**src/rtl/multicycle_control.sv**
```systemverilog
// Multicycle control FSM: fetch/decode/execute/memory/writeback sequencing,
// memory wait timeout with sticky fault, and a saturating retired-instruction count.
module multicycle_control #(
    parameter int unsigned MEM_TIMEOUT = 15
) (
    input  logic        clk,
    input  logic        reset,
    input  logic [5:0]  opcode,
    input  logic [5:0]  funct,
    input  logic        mem_ready,
    output logic        signal_regRead,
    output logic        signal_regWrite,
    output logic        signal_regDst,
    output logic        signal_memRead,
    output logic        signal_memWrite,
    output logic        signal_memToReg,
    output logic        signal_aluSrc,
    output logic        signal_branch,
    output logic        signal_jump,
    output logic        ir_write,
    output logic        pc_write,
    output logic [3:0]  alu_op,
    output logic [2:0]  state,
    output logic        illegal_instr,
    output logic        mem_fault,
    output logic [31:0] instr_count
);

    typedef enum logic [2:0] {
        S_FETCH  = 3'd0,
        S_DECODE = 3'd1,
        S_EXEC   = 3'd2,
        S_MEM    = 3'd3,
        S_WB     = 3'd4,
        S_HALT   = 3'd5
    } state_t;

    localparam logic [7:0] TIMEOUT = 8'(MEM_TIMEOUT);

    localparam logic [3:0] ALU_ADD = 4'd0;
    localparam logic [3:0] ALU_SUB = 4'd1;
    localparam logic [3:0] ALU_AND = 4'd2;
    localparam logic [3:0] ALU_OR  = 4'd3;
    localparam logic [3:0] ALU_SLT = 4'd4;

    state_t      state_q, state_d;
    logic [7:0]  wait_q, wait_d;
    logic        fault_q, fault_d;
    logic [31:0] count_q, count_d;
    logic        retire;
    logic [7:0]  wait_inc;
    logic        is_r, is_imm, is_load, is_store, is_br;
    logic        is_j, is_halt, supported;
    logic [3:0]  alu_sel;

    assign is_r      = (opcode == 6'h00);
    assign is_imm    = (opcode == 6'h08) || (opcode == 6'h0C) || (opcode == 6'h0D);
    assign is_load   = (opcode == 6'h23) || (opcode == 6'h24) || (opcode == 6'h25);
    assign is_store  = (opcode == 6'h2B);
    assign is_br     = (opcode == 6'h04) || (opcode == 6'h05);
    assign is_j      = (opcode == 6'h02);
    assign is_halt   = (opcode == 6'h3F);
    assign supported = is_r || is_imm || is_load || is_store || is_br;
    assign wait_inc  = wait_q + 8'd1;

    always_comb begin
        alu_sel = ALU_ADD;
        unique case (1'b1)
            is_r: begin
                case (funct)
                    6'h22:   alu_sel = ALU_SUB;
                    6'h24:   alu_sel = ALU_AND;
                    6'h25:   alu_sel = ALU_OR;
                    6'h2A:   alu_sel = ALU_SLT;
                    default: alu_sel = ALU_ADD;
                endcase
            end
            is_br:               alu_sel = ALU_SUB;
            (opcode == 6'h0C):   alu_sel = ALU_AND;
            (opcode == 6'h0D):   alu_sel = ALU_OR;
            default:             alu_sel = ALU_ADD;
        endcase
    end

    always_comb begin
        state_d         = state_q;
        wait_d          = 8'd0;
        fault_d         = fault_q;
        retire          = 1'b0;
        signal_regRead  = 1'b0;
        signal_regWrite = 1'b0;
        signal_regDst   = 1'b0;
        signal_memRead  = 1'b0;
        signal_memWrite = 1'b0;
        signal_memToReg = 1'b0;
        signal_aluSrc   = 1'b0;
        signal_branch   = 1'b0;
        signal_jump     = 1'b0;
        ir_write        = 1'b0;
        pc_write        = 1'b0;
        alu_op          = ALU_ADD;
        illegal_instr   = 1'b0;
        case (state_q)
            S_FETCH: begin
                signal_memRead = 1'b1;
                if (mem_ready) begin
                    ir_write = 1'b1;
                    pc_write = 1'b1;
                    state_d  = S_DECODE;
                end else if (wait_inc == TIMEOUT) begin
                    state_d = S_HALT;
                    fault_d = 1'b1;
                end else begin
                    wait_d = wait_inc;
                end
            end
            S_DECODE: begin
                signal_regRead = 1'b1;
                if (is_j) begin
                    signal_jump = 1'b1;
                    pc_write    = 1'b1;
                    retire      = 1'b1;
                    state_d     = S_FETCH;
                end else if (is_halt) begin
                    state_d = S_HALT;
                end else if (supported) begin
                    state_d = S_EXEC;
                end else begin
                    illegal_instr = 1'b1;
                    state_d       = S_FETCH;
                end
            end
            S_EXEC: begin
                signal_aluSrc = is_imm || is_load || is_store;
                alu_op        = alu_sel;
                if (is_br) begin
                    signal_branch = 1'b1;
                    retire        = 1'b1;
                    state_d       = S_FETCH;
                end else if (is_r || is_imm) begin
                    state_d = S_WB;
                end else if (is_load || is_store) begin
                    state_d = S_MEM;
                end else begin
                    state_d = S_FETCH;
                end
            end
            S_MEM: begin
                signal_memRead  = is_load;
                signal_memWrite = is_store;
                if (mem_ready) begin
                    retire  = is_store;
                    state_d = is_store ? S_FETCH : S_WB;
                end else if (wait_inc == TIMEOUT) begin
                    state_d = S_HALT;
                    fault_d = 1'b1;
                end else begin
                    wait_d = wait_inc;
                end
            end
            S_WB: begin
                signal_regWrite = 1'b1;
                signal_regDst   = is_r;
                signal_memToReg = is_load;
                retire          = 1'b1;
                state_d         = S_FETCH;
            end
            S_HALT: state_d = S_HALT;
            default: state_d = S_FETCH;
        endcase
        // Reset must silence every strobe immediately, even mid-MEMORY.
        if (reset) begin
            signal_regRead  = 1'b0;
            signal_regWrite = 1'b0;
            signal_regDst   = 1'b0;
            signal_memRead  = 1'b0;
            signal_memWrite = 1'b0;
            signal_memToReg = 1'b0;
            signal_aluSrc   = 1'b0;
            signal_branch   = 1'b0;
            signal_jump     = 1'b0;
            ir_write        = 1'b0;
            pc_write        = 1'b0;
            alu_op          = ALU_ADD;
            illegal_instr   = 1'b0;
        end
    end

    assign count_d = (retire && (count_q != 32'hFFFF_FFFF)) ? count_q + 32'd1 : count_q;

    always_ff @(posedge clk or posedge reset) begin
        if (reset) begin
            state_q <= S_FETCH;
            wait_q  <= 8'd0;
            fault_q <= 1'b0;
            count_q <= 32'd0;
        end else begin
            state_q <= state_d;
            wait_q  <= wait_d;
            fault_q <= fault_d;
            count_q <= count_d;
        end
    end

    assign state       = state_q;
    assign mem_fault   = fault_q;
    assign instr_count = count_q;

endmodule

```
**config.mk**
```make
export PLATFORM = sky130hd
export DESIGN_NAME = multicycle_control
export DESIGN_NICKNAME = d
export VERILOG_FILES = /design/src/rtl/multicycle_control.sv
export SDC_FILE = /design/constraint.sdc
export NUM_CORES = 1
export LEC_CHECK = 0
export BUFFER_PORTS_ARGS = -buffer_cell sky130_fd_sc_hd__buf_4
export CAP_MARGIN = 0
export CORE_MARGIN = 3
export CORE_UTILIZATION = 54
export CTS_CLUSTER_SIZE = 40
export DETAILED_ROUTE_END_ITERATION = 10
export HOLD_SLACK_MARGIN = 0.03
export PLACE_DENSITY = 0.88
export SKIP_CTS_REPAIR_TIMING = 1
export SYNTH_ARGS = -nofsm -noshare
export SYNTH_HDL_FRONTEND = slang
export SYNTH_SLANG_ARGS = --single-unit
```
**constraint.sdc**
```tcl
create_clock -name clk -period 2.2 [get_ports clk]
set_input_delay 0.22 -clock clk [delete_from_list [all_inputs] [get_ports clk]]
set_output_delay 0.22 -clock clk [all_outputs]
set_load 0.02 [all_outputs]
```
Word-level counts from Yosys, hierarchy flattened
Index checks and enable logic that the tools add are counted.

cells by class
  add/sub/neg operators = 2
  $mul = 0
  div/mod/pow operators = 0
  order comparisons = 0
  equality and inequality tests = 22
  shift operators = 0
  multiplexer cells = 50
  bitwise gates (word level) = 1
  reductions and logical operators = 17

operators with widths
  cell                                                  number
  equality test 6 bit (second input constant)           9
  adder 32 x 1 -> 32 bit (second input constant)        1
  inequality test 32 bit (second input constant)        1
  2-to-1 mux 1 bit                                      29
  2-to-1 mux 3 bit                                      8
  2-to-1 mux 8 bit                                      3
  equality test 6 x 4 -> 1 bit (second input constant)  3
  case mux 4 bit (4 select lines)                       1
  case mux 3 bit (5 select lines)                       1
  equality test 6 x 3 -> 1 bit (second input constant)  2
  logical OR 1 bit                                      12
  case mux 3 bit (4 select lines)                       1
  adder 8 x 1 -> 8 bit (second input constant)          1
  equality test 8 x 4 -> 1 bit (second input constant)  1
  2-to-1 mux 4 bit                                      2
  equality test 3 x 2 -> 1 bit (second input constant)  2
  equality test 3 bit (second input constant)           2
  equality test 6 x 2 -> 1 bit (second input constant)  1
  zero test 6 bit                                       1
  2-to-1 mux 2 bit                                      2
  case mux 1 bit (2 select lines)                       2
  case mux 1 bit (4 select lines)                       1
  equality test 3 x 1 -> 1 bit (second input constant)  1
  zero test 3 bit                                       1
  other kinds (4)                                       4

word-level totals
  register bits = 44
  bits in latches = 0
  memory bits (writable) = 0
  bits in read-only memories = 0
  input bits = 15
  output and inout port bits = 52
  logic and storage cells = 96
  memories = 0

Logic depth before layout (Yosys ltp)
  depth in word-level cells = 12
  depth in mapped cells = 8
  gate-level depth less buffers = 7

Worst setup path after synthesis
OpenSTA, ideal clock, no wires.

  path type = flip-flop to output port
  from = register state_q[2], in the netlist state[2]
  to = output illegal_instr
  arrival time = 1955 ps
  required time = 1980 ps
  path slack = 25 ps
  stages on the path, launching flop included = 4
  path buffers = 1
  cells stage by stage = dfrtp_1 > clkbuf_1 > nor3_1 > nor3b_1

between the ends
  longest elaborated chain between the ends = 3

ends and longest elaborated chain
  element                       RTL line  text
  start, declared               46        state_t state_q, state_d;
  start signal, assigned        198       state_q <= state_d;
  equality test 3 x 1 -> 1 bit  103       case (state_q)
  2-to-1 mux 1 bit              103
  2-to-1 mux 1 bit              172       if (reset) begin
  end, declared                 24        output logic illegal_instr,

No other way between the ends.

Worst setup path in the final report
  from = register state_q[0], in the netlist state[0]
  to = register count_q[4], in the netlist instr_count[4]

between the ends
  longest elaborated chain between the ends = 3
  elaborated cells on any way between the ends = 6
  those cells by class = eq/ne (4); mux (1); reduce/logical (1)

ends and longest elaborated chain
  element                                      RTL line  text
  equality test 3 bit (tied with other cells)  103
  case mux 1 bit (4 select lines) (*)          103
  logical AND 1 bit (*)                        189       assign count_d = (retire && (count_q != 32'hFFFF_FFFF)) ? count_q + 32'd1 : count_q;
  end signal, assigned                         201       count_q <= count_d;
  end, declared                                49        logic [31:0] count_q, count_d;

Every way passes the cells marked *; elsewhere a longest branch is shown, timed or not.
A chain may end at the register's enable or synchronous reset.

==> qor.csv <==
stage,metric,value,unit
critical_path,Crit. End Element,register,
logic_synthesis,Post-synth EDFFs,0,
clocking,Clock Pin Slew Worst Setup and Hold Paths,0.09,ns
critical_path,Setup CP Type,reg2reg,
logic_synthesis,complex-gate fraction of the synthesized area,0.0851,
logic_synthesis,Cells after Synth,300,
global_routing,GR Overflow Total,0,
layout,ANT cells,0,
logic_synthesis,mux contribution to synthesized area,0.00765,
pwr,pwr/cell area,536,nW/um^2
global_routing,gr usage total,0.228,
sta,unrepaired setup endpoints after global routing,false,
pwr,peak supply drop,0.358,mV
outcome,status,finished with violations,
placement,Placed Cells,429,
logic_synthesis,synth cell count leaders,"dfrtp_1 (44), nor2_1 (30), nand2_1 (27)",
global_routing,pin count of the biggest net entering global routing,16,
clocking,CTS Buf Count,5,
logic_synthesis,Mapped Nets,318,
logic_synthesis,Post-Syn Area per Cell,9.26,um^2
outcome,failing checks,negative hold slack,
floorplanning,Top Ports,67,
critical_path,Crit Path Max Fanout,9,
placement,IO Port Bufs,65,
logic_synthesis,post-synthesis adder-cell area fraction,0.0135,
sta,final hold vios,8,
logic_synthesis,Yosys top cell area share,0.396,
logic_synthesis,Netlist cell types,53,
layout,Post-Layout Cell Count,437,
logic_synthesis,main combinational cell family by area after synthesis,simple AND/OR/NAND/NOR gates,
logic_synthesis,synth top area cells,"dfrtp_1 (40%), xor2_1 (7.2%), xnor2_1 (4.7%)",
logic_synthesis,flip-flop and latch count after synthesis,44,
floorplanning,Die Area,6040,um^2
logic_synthesis,YS warnings,0,
min_path,Hold WC Path Type,in2async,
floorplanning,chip height,77.7,um
clocking,"Clk Latency, worst-skew pair",0.30,ns
critical_path,crit path DAT,2.34,ns
logic_synthesis,"Seq/Total Area, Yosys",0.396,
global_routing,initial antenna violation count,0,
placement,RePlAce Congestion,0.940,
flow_run,max-cap viol count,0,
detailed_routing,DR pass1 iterations,4,
global_routing,first-pass GRT wire length,11200,um
placement,post-DP HPWL,5020,um
clocking,clk sink count,44,
placement,post-place setup slack,0.0840,ns
detailed_routing,final wirelength,6700,um
layout,synthesis-to-layout area growth,24.0,%
detailed_routing,vias per inst,5.73,
detailed_routing,Iter 0 DRT Violations,152,
clocking,Clock Path Buffers,2,
floorplanning,# rows,25,
detailed_routing,DR DRC count,0,
layout,final core occ,0.711,
critical_path,CP required,2.43,ns
logic_synthesis,"area leader, netlist",dfrtp_1,
sta,Clock Skew,0.0108,ns
layout,Fillers,365,
floorplanning,Die W,77.7,um
critical_path,CP startpoint kind,register,
detailed_routing,detailed-route wire length per cell,15.3,um
floorplanning,Core Area,4850,um^2
logic_synthesis,xor/xnor cell area share of the yosys netlist,0.120,
layout,share of layout cells above drive strength 1,0.281,
global_routing,vias in the first global route,2376,
clocking,H-tree Lvls,2,
clocking,CTS tree,yes,
sta,hold slack,-0.00639,ns
sta,PnR worst setup slack,0.0890,ns
layout,# nets final,387,
pwr,leakage power,0.00155,uW
logic_synthesis,prevailing post-synth register cell,dfrtp_1,
sta,crit path time final,2.11,ns
logic_synthesis,Netlist Area Pre-Place,2780,um^2
sta,Tcrit/Tclk final,0.960,
floorplanning,Initial Utilization,0.573,
sta,"Slew Viols, Final",0,
critical_path,R2R Setup Slk,0.09,ns
clocking,root buf cell,clkbuf_8,
sta,setup TNS,0,ns
logic_synthesis,simple-gate area share of the yosys netlist,0.336,
detailed_routing,Detail Route Antenna Nets,0,
logic_synthesis,cell with the most instances after synthesis,dfrtp_1,
logic_synthesis,async set or reset register ratio after synthesis,1.00,
sta,Final Setup Violations,0,
detailed_routing,Vias,2503,
sta,Fmax achieved,474,MHz
[layout make-up]
cell class | instances | area, um^2 | area share
clock buffer | 6 | 82.6 | 0.0240
clock inverter | 2 | 15.0 | 0.00436
inverter | 6 | 22.5 | 0.00654
multi-input combinational | 236 | 1570 | 0.456
sequential | 44 | 1100 | 0.320
tap | 67 | 83.8 | 0.0243
timing repair buffer | 76 | 571 | 0.166
[cell families after synthesis]
| family | count (synthesis) |
|---|---|
| DFF | 44 |
| xor gates and xnor gates | 38 |
| and+or+nand+nor | 160 |
| buffers and inverters | 20 |
| other | 1 |
| adders and majority gates | 3 |
| AOI/OAI and AO/OA | 32 |
| muxes | 2 |
[path summary, 6_finish.rpt]
kind,cells after the start,to,from
setup / recovery,7,instr_count[4],state[0]
max in group asynchronous,3,wait_q[2],reset
setup reg to reg,7,instr_count[4],state[0]
hold reg to reg,1,mem_fault,mem_fault
hold / removal,2,instr_count[26],reset
min in group clk,4,state[1],opcode[4]
[metal layers]
metal,part of all wire,vias to the layer above,global-route usage
met4,0.014,0,0.0676
met5,0,-,0
li1,-,1191,-
met1,0.43,1203,0.299
met3,0.061,11,0.0452
met2,0.49,98,0.381
[flip-flops by register name, summed over array words and instances, names as in the netlist]
register and flops:
wait_q 8, mem_fault 1, state 3, instr_count 32
[power by group]
group / leakage, uW / internal (uW) / switching [uW] / total (uW)
Combinational: 0.000952 / 169 / 217 / 386
Sequential: 0.000552 / 849 / 67.3 / 917
Clock: 0.0000434 / 254 / 289 / 543
[per-stage QoR]
stage | instance area (um^2) | hold WS [ns] | power, uW
after floorplan | 2780 | 0.421 | 1150
after global placement | 3340 | 0.326 | 1290
after detailed placement | 3340 | 0.335 | 1310
after CTS | 3440 | -0.000125 | 1840
after global routing | 3450 | 0.0386 | 1940
final | 3450 | -0.00639 | 1850
[cell usage in the layout, fill, tap and decap left out, drive strengths merged, types with 2 or more instances in the layout]
master / netlist / routed
a21oi: 7 / 7
a31oi: 2 / 2
a32oi: 2 / 2
and2: 2 / 2
and2b: 2 / 2
and3: 8 / 8
and4: 5 / 5
buf: 8 / 76
clkbuf: 6 / 6
clkinvlp: 0 / 2
dfrtp: 44 / 44
ha: 3 / 3
inv: 6 / 6
nand2: 27 / 27
nand2b: 6 / 6
nand3: 20 / 20
nand3b: 5 / 5
nand4: 9 / 9
nor2: 32 / 32
nor2b: 6 / 6
nor3: 19 / 19
nor3b: 3 / 3
nor4: 8 / 8
nor4b: 2 / 2
o21ai: 7 / 7
o21ba: 2 / 2
o22ai: 3 / 3
o31ai: 3 / 3
xnor2: 15 / 15
xor2: 23 / 23
[critical path, cell delays in order (launching register included)]
cell	delay, ns
dfrtp_1	0.46
and2b_1	0.29
a32oi_1	0.11
o31ai_4	0.34
nor2_4	0.14
buf_4	0.19
nor3b_1	0.33
xor2_1	0.18
(Power assumes the default switching activity.)
